--- config.mk ---
export PLATFORM = sky130hd
export DESIGN_NAME = mem_bus_arbiter
export DESIGN_NICKNAME = d
export VERILOG_FILES = /design/src/rtl/mem_bus_pkg.sv /design/src/rtl/rr_arbiter2.sv /design/src/rtl/mem_bus_arbiter.sv
export SDC_FILE = /design/constraint.sdc
export NUM_CORES = 1
export LEC_CHECK = 0
export BUFFER_PORTS_ARGS = -buffer_cell sky130_fd_sc_hd__buf_2
export CORE_AREA = 4 4 161 163
export CTS_CLUSTER_DIAMETER = 120
export CTS_CLUSTER_SIZE = 25
export DETAILED_ROUTE_END_ITERATION = 16
export DIE_AREA = 0 0 165 167
export PLACE_DENSITY = 0.6
export RECOVER_POWER = 100
export SKIP_LAST_GASP = 1
export SYNTH_ARGS = -nofsm -noshare
export SYNTH_HDL_FRONTEND = slang
export SYNTH_SLANG_ARGS = --single-unit
export TNS_END_PERCENT = 30
--- constraint.sdc ---
create_clock -name clk -period 2.4 [get_ports clk]
set_input_delay 0.24 -clock clk [delete_from_list [all_inputs] [get_ports clk]]
set_output_delay 0.24 -clock clk [all_outputs]
set_load 0.03 [all_outputs]
--- src/rtl/mem_bus_pkg.sv ---
// rtl/mem_bus_pkg.sv - shared types and constants for the memory bus arbiter
package mem_bus_pkg;
  typedef enum logic [1:0] {IDLE, REQ, RESP} state_t;

  localparam logic        OWNER_IC  = 1'b0;
  localparam logic        OWNER_DC  = 1'b1;
  localparam int          TAG_READ  = 12;
  localparam logic [63:0] LINE_MASK = ~64'h3F;
endpackage

--- src/rtl/rr_arbiter2.sv ---
// rtl/rr_arbiter2.sv - two-way round-robin arbiter; priority only rotates on contention
module rr_arbiter2
  import mem_bus_pkg::*;
(
  input  logic       clk,
  input  logic       reset,
  input  logic [1:0] req,
  input  logic       en,
  output logic [1:0] grant
);
  logic prio;

  always_comb begin
    grant = 2'b00;
    if (en) begin
      if (req == 2'b11) grant = (prio == OWNER_DC) ? 2'b10 : 2'b01;
      else              grant = req;
    end
  end

  // A lone requester is served without disturbing whose turn it is on the next tie.
  always_ff @(posedge clk) begin
    if (reset)                     prio <= OWNER_IC;
    else if (en && req == 2'b11)   prio <= ~prio;
  end
endmodule

--- src/rtl/mem_bus_arbiter.sv ---
// rtl/mem_bus_arbiter.sv - shares the memory bus between icache and dcache line fills
module mem_bus_arbiter
  import mem_bus_pkg::*;
#(
  parameter int BUS_DATA_WIDTH = 64,
  parameter int BUS_TAG_WIDTH  = 13,
  parameter int LINE_BEATS     = 8
) (
  input  logic                      clk,
  input  logic                      reset,
  input  logic                      ic_req_valid,
  input  logic [63:0]               ic_req_addr,
  output logic                      ic_req_ready,
  output logic                      ic_resp_valid,
  output logic [BUS_DATA_WIDTH-1:0] ic_resp_data,
  output logic                      ic_resp_last,
  input  logic                      dc_req_valid,
  input  logic [63:0]               dc_req_addr,
  output logic                      dc_req_ready,
  output logic                      dc_resp_valid,
  output logic [BUS_DATA_WIDTH-1:0] dc_resp_data,
  output logic                      dc_resp_last,
  output logic                      bus_reqcyc,
  output logic [BUS_DATA_WIDTH-1:0] bus_req,
  output logic [BUS_TAG_WIDTH-1:0]  bus_reqtag,
  input  logic                      bus_reqack,
  input  logic                      bus_respcyc,
  input  logic [BUS_DATA_WIDTH-1:0] bus_resp,
  input  logic [BUS_TAG_WIDTH-1:0]  bus_resptag,
  output logic                      bus_respack
);
  localparam int CNT_W = $clog2(LINE_BEATS);
  localparam logic [CNT_W-1:0] LAST_BEAT = CNT_W'(LINE_BEATS - 1);

  state_t                    state;
  logic [1:0]                grant;
  logic                      owner_q;
  logic [BUS_DATA_WIDTH-1:0] line_q;
  logic [BUS_TAG_WIDTH-1:0]  tag_q;
  logic [CNT_W-1:0]          beat_cnt;
  logic [BUS_DATA_WIDTH-1:0] resp_data_q;
  logic                      resp_last_q;
  logic                      ic_valid_q;
  logic                      dc_valid_q;
  logic [63:0]               win_line;
  logic [BUS_TAG_WIDTH-1:0]  win_tag;
  logic                      beat_hit;

  rr_arbiter2 u_arb (
    .clk   (clk),
    .reset (reset),
    .req   ({dc_req_valid, ic_req_valid}),
    .en    (state == IDLE && !reset),
    .grant (grant)
  );

  assign ic_req_ready = grant[0];
  assign dc_req_ready = grant[1];

  always_comb begin
    win_line = (grant[1] ? dc_req_addr : ic_req_addr) & LINE_MASK;
    win_tag = '0;
    win_tag[TAG_READ] = 1'b1;
    win_tag[0] = grant[1];
  end

  assign bus_reqcyc  = (state == REQ);
  assign bus_req     = line_q;
  assign bus_reqtag  = tag_q;
  assign bus_respack = (state == RESP) && bus_respcyc;
  // Beats carrying another transaction's tag are acked but never counted.
  assign beat_hit    = bus_respack && (bus_resptag == tag_q);

  assign ic_resp_valid = ic_valid_q;
  assign dc_resp_valid = dc_valid_q;
  assign ic_resp_data  = ic_valid_q ? resp_data_q : '0;
  assign dc_resp_data  = dc_valid_q ? resp_data_q : '0;
  assign ic_resp_last  = ic_valid_q && resp_last_q;
  assign dc_resp_last  = dc_valid_q && resp_last_q;

  always_ff @(posedge clk) begin
    if (reset) begin
      state       <= IDLE;
      owner_q     <= OWNER_IC;
      line_q      <= '0;
      tag_q       <= '0;
      beat_cnt    <= '0;
      resp_data_q <= '0;
      resp_last_q <= 1'b0;
      ic_valid_q  <= 1'b0;
      dc_valid_q  <= 1'b0;
    end else begin
      ic_valid_q <= 1'b0;
      dc_valid_q <= 1'b0;
      case (state)
        IDLE: if (|grant) begin
          line_q  <= win_line[BUS_DATA_WIDTH-1:0];
          tag_q   <= win_tag;
          owner_q <= grant[1];
          state   <= REQ;
        end
        REQ: if (bus_reqack) begin
          beat_cnt <= '0;
          state    <= RESP;
        end
        RESP: if (beat_hit) begin
          ic_valid_q  <= (owner_q == OWNER_IC);
          dc_valid_q  <= (owner_q == OWNER_DC);
          resp_data_q <= bus_resp;
          resp_last_q <= (beat_cnt == LAST_BEAT);
          if (beat_cnt == LAST_BEAT) begin
            beat_cnt <= '0;
            state    <= IDLE;
          end else begin
            beat_cnt <= beat_cnt + CNT_W'(1);
          end
        end
        default: state <= IDLE;
      endcase
    end
  end
endmodule

---- Word level (Yosys, flattened, before mapping) ----
Index checks and enable logic that the tools add are counted.
word-level totals
  register bits after elaboration ......... 134
  input bits .............................. 211
  output and inout port bits .............. 213
  logic and storage cells ................. 54
operators by class
  add/sub/neg operators ................... 1
  eq/ne operators ......................... 9
  multiplexer cells ....................... 15
  bitwise logic cells ..................... 4
  reduce and logical (&&, ||, !) cells .... 15
operators by type and width
  kind                 number
  $mux 64              3
  $mux 2               7
  $eq 13x13->1         1
  $mux 3               3
  $logic_and 1x1->1    6
  $ne 2x1->1 const B   3
  $pmux 2 s3           1
  $pmux 3 s2           1
  $eq 2x2->1 const B   2
  $not 1->1            4
  $reduce_and 2->1     2
  $reduce_and 4->1     1
  $add 3x1->3 const B  1
  $eq 3x3->1 const B   1
  $reduce_and 3->1     1
  $reduce_or 3->1      1
  $eq 2x1->1 const B   1
  $logic_not 2->1      1
  $ne 2x2->1 const B   1
  $reduce_bool 2->1    1
  $reduce_or 2->1      1
  $logic_not 1->1      1

---- Longest topological paths before layout ----
  depth in word-level cells ............... 6
  gate-level depth with buffers ........... 7

---- Hierarchy ----
A second synthesis with hierarchy kept.
second synthesis, totals
  cell total of the unflattened synthesis .. 765
  area, all modules ....................... 6909.1 sq um
by module, submodules not included
  module           instances  cells each  area each (sq um)
  mem_bus_arbiter  1          755         6836.6
  rr_arbiter2      1          10          72.6

---- Worst setup path before layout ----
No wires, ideal clock.
  path kind ............................... reg2out
  start ................................... register state[1]
  end ..................................... output port dc_req_ready
  arrival ................................. 1.333 ns
  data required time ...................... 2.160 ns
  slack ................................... 0.827 ns
  stages on the path, launching flop included .. 7
  buffers on the path ..................... 3
  cell sequence ........................... dfxtp_1 > nor3_2 > nand3_1 > buf_4 > buf_6 > buf_2 > inv_1
on the way
  longest elaborated chain between the ends .. 3
RTL lines
  element                 RTL line                RTL
  start, declared         mem_bus_arbiter.sv:35   state_t state;
  start signal, assigned  mem_bus_arbiter.sv:83   state <= IDLE;
  start signal, assigned  mem_bus_arbiter.sv:100  state <= REQ;
  start signal, assigned  mem_bus_arbiter.sv:104  state <= RESP;
  $logic_not 2->1         mem_bus_arbiter.sv:53   .en (state == IDLE && !reset),
  $logic_and 1x1->1       mem_bus_arbiter.sv:53
  $mux 2                  rr_arbiter2.sv:15       if (en) begin
  end, declared           mem_bus_arbiter.sv:19   output logic dc_req_ready,
No other way between the ends.

---- Final worst setup path ----
  start ................................... register dc_valid_q, in the netlist dc_resp_valid
  end ..................................... output port dc_resp_data[45]
on the way
  longest elaborated chain between the ends .. 1
RTL lines
  element                 RTL line                RTL
  start, declared         mem_bus_arbiter.sv:44   logic dc_valid_q;
  start signal, assigned  mem_bus_arbiter.sv:108  dc_valid_q <= (owner_q == OWNER_DC);
  $mux 64                 mem_bus_arbiter.sv:77   assign dc_resp_data = dc_valid_q ? resp_data_q : '0;
  end, declared           mem_bus_arbiter.sv:21   output logic [BUS_DATA_WIDTH-1:0] dc_resp_data,
No other way between the ends.

==> impl_results.md <==
* Die Height at between 150 and 200 um
* Final Skew at between 0.01 and 0.015 ns
* Final core utilization at between 30% and 40%
* RR Startpoint: state[1]
* Setup bufs post-CTS at 0
* Num Clock Sinks at 133
* Worst-margin pin slew at about 0.95 ns
* Starting density of the core at between 20 and 30%
* Root Buffer: clkbuf_16
* Netlist cell types at 36
* Final hold violations at 0
* Multi-input logic area at around 0.0039 mm^2
* Final setup TNS at 0 ns
* Largest net degree at the start of global routing at between 70 and 80
* Placer Congestion at 0.761
* Post-Route WL at about 23000 um
* CP startpoint: dc_resp_valid
* Detail Placement HPWL at approximately 17000 um
* NumNets Final at about 1400
* Slew HR at 36.4%
* Seq/Total Area, Yosys at 37.7%
* Critical path class: reg2out
* Critical path arrival at 1.92 ns
* Die area at about 0.028 mm^2
* TritonCTS Buffers at 17
* H-tree depth at 4
* I/O pin cnt at around 420
* Post-DR wirelength/cell at roughly 15 um
* CTS resizes at 0
* Fraction of layout cells with a size suffix above 1 at approximately 32%
* # fillers at 2572
* Max Root-Sink Buffers at 2
* Via count at 6701
* Number of global-route vias before repair at roughly 6700
* Pleak at just over 4 nW
* Setup crit start kind: flip-flop
* TritonRoute pass-1 iters at 6
* Clk Latency, worst-skew pair at roughly 0.42 ns
* Initial antenna violation count at 5
* CTS tree: built
* Core Region at 0.0243 mm^2
* Place WS at between 0.5 and 0.6 ns
* Pwr dens at between 500 and 600 mW/mm^2
* Final min period at roughly 2.2 ns
* Residual DRC at 0
* Min-Delay Path Class: in2reg
* Inst Count DP at 1486
* Overall Power at 5.68 mW
* VDD IR-drop max at about 0.00034 V
* Final ANT Viol Nets at 0
* Port bufs at between 300 and 400
* Post-Synthesis Cells at 827
* Ys Warns at 0
* GR Overflow Total at 0
* Setup ws final at between 0.2 and 0.25 ns
* Status: complete, no violations
* Worst-path clk slew at 0.06 ns
* Worst setup EP type: primary output
* Max-cap violations at 0
* Final Slew Violations at 0
* Final period utilization at 90.1%
* Hold Buf Count CTS at 0
* Syn_area_per_cell at about 8.5 um^2
* Synthesized cell area at 0.00707 mm^2
* Final setup viols at 0
* Initial DRC count at roughly 270
* Die width at roughly 170 um
* Non-Filler Instances at around 1500
* Fmax at 0.463 GHz
* Via/cell ratio at 4.41
* Global-route wire length before repair at between 30000 and 40000 um
* Required time of the critical path at around 2.2 ns
* Critical path peak fanout at 66
* Number of synthesized register bits at 133
* RSZ-0062 raised after global routing: false
* Area delta synth->final at 35.4%
* Register Area at about 0.0027 mm^2
* GRT Total Usage at around 16%
* Row Count at 57
* Hold Startpoint: bus_reqack
[routing by layer]
metal | vias up | part of all wire (%) | track usage (%)
met3 | 31 | 11 | 6.97
met4 | 6 | 1.6 | 4.88
li1 | 3392 | - | -
met1 | 2995 | 40 | 17.6
met5 | - | 0.21 | 0
met2 | 277 | 48 | 26.7
[area by class of cell]
type                    instances  share of cell area [%]
clock inverters                14                    1.23
clock buffers                  18                    4.59
flip-flops and latches        133                    27.9
diodes                          2                  0.0523
inverters                       4                   0.157
multi-input cells             619                    41.1
well taps                     324                    4.24
repair buffers                406                    20.8
[path summary, 6_finish.rpt]
check	end	slack (ns)	cells after the start
worst min register to register	beat_cnt[1]	0.47	2
worst max register to register	resp_data_q[34]	0.38	5
worst min-delay path	state[0]	0.07	2
worst max-delay path	dc_resp_data[45]	0.24	3
[cells by family after synthesis]
logic type               synth area share, %
buffers and inverters                   7.70
other                                 0.0531
flip-flops                              37.7
AND/OR/NAND/NOR                         35.0
AO/OA/AOI/OAI                           9.24
XOR/XNOR                               0.372
multiplexers                            9.63
adder cells (fa/ha/maj)                0.354
[layout by cell type, fill, tap and decap left out, drive strengths merged, types with 2 or more instances in the layout]
cell / n
mux2i: 68
diode: 2
nand2b: 133
clkinvlp: 3
and2: 130
conb: 17
buf: 245
nor2: 63
ha: 2
dfxtp: 133
nor4: 3
clkinv: 4
nand2: 123
o21ai: 2
nand3: 2
nor3: 4
xnor2: 2
inv: 11
a311oi: 59
clkbuf: 179
[critical path: stages (launching register included)]
cell and delay (ns):
dfxtp_2 0.31, buf_2 0.70, and2_0 0.25, buf_2 0.21
[Yosys cell counts, drive strengths merged]
cell type / count / area [um^2]
nor2: 63 / 236
conb: 1 / 3.75
ha: 2 / 25.0
or4: 1 / 7.51
nor3: 4 / 30.0
nor4: 3 / 18.8
nand2b: 133 / 832
o21ai: 2 / 10.0
a21oi: 1 / 5.00
nand3: 2 / 15.0
and3b: 1 / 8.76
inv: 4 / 15.0
and3: 1 / 6.26
and2: 130 / 813
nand4: 1 / 6.26
nor2b: 1 / 6.26
and2b: 1 / 7.51
clkbuf: 38 / 143
a2111oi: 1 / 8.76
buf: 49 / 387
mux2i: 68 / 681
nand3b: 1 / 7.51
dfxtp: 133 / 2660
nor3b: 1 / 12.5
a311oi: 59 / 629
xnor2: 2 / 17.5
xor2: 1 / 8.76
nand2: 123 / 462
[through the flow]
| stage | hold slack, ns | cell area [um^2] |
|---|---|---|
| 2_1_floorplan | 0.361 | 7130 |
| 3_3_place_gp | 0.451 | 9150 |
| 3_5_place_dp | 0.459 | 9150 |
| 4_1_cts | 0.0436 | 9710 |
| 5_1_grt | 0.0567 | 9560 |
| 6_report | 0.0676 | 9560 |
[registers in the layout, summed over array words and instances, names as in the netlist]
signal	cells
resp_data_q	64
bus_req	58
beat_cnt	3
bus_reqtag	2
state	2
dc_resp_valid	1
ic_resp_valid	1
resp_last_q	1
u_arb.prio	1
[where the power goes]
part | internal (mW) | total (mW) | switching, mW
Combinational | 0.304 | 0.838 | 0.534
Sequential | 2.30 | 2.36 | 0.0561
Clock | 1.38 | 2.49 | 1.11
Power figures use the tool's default switching activity.
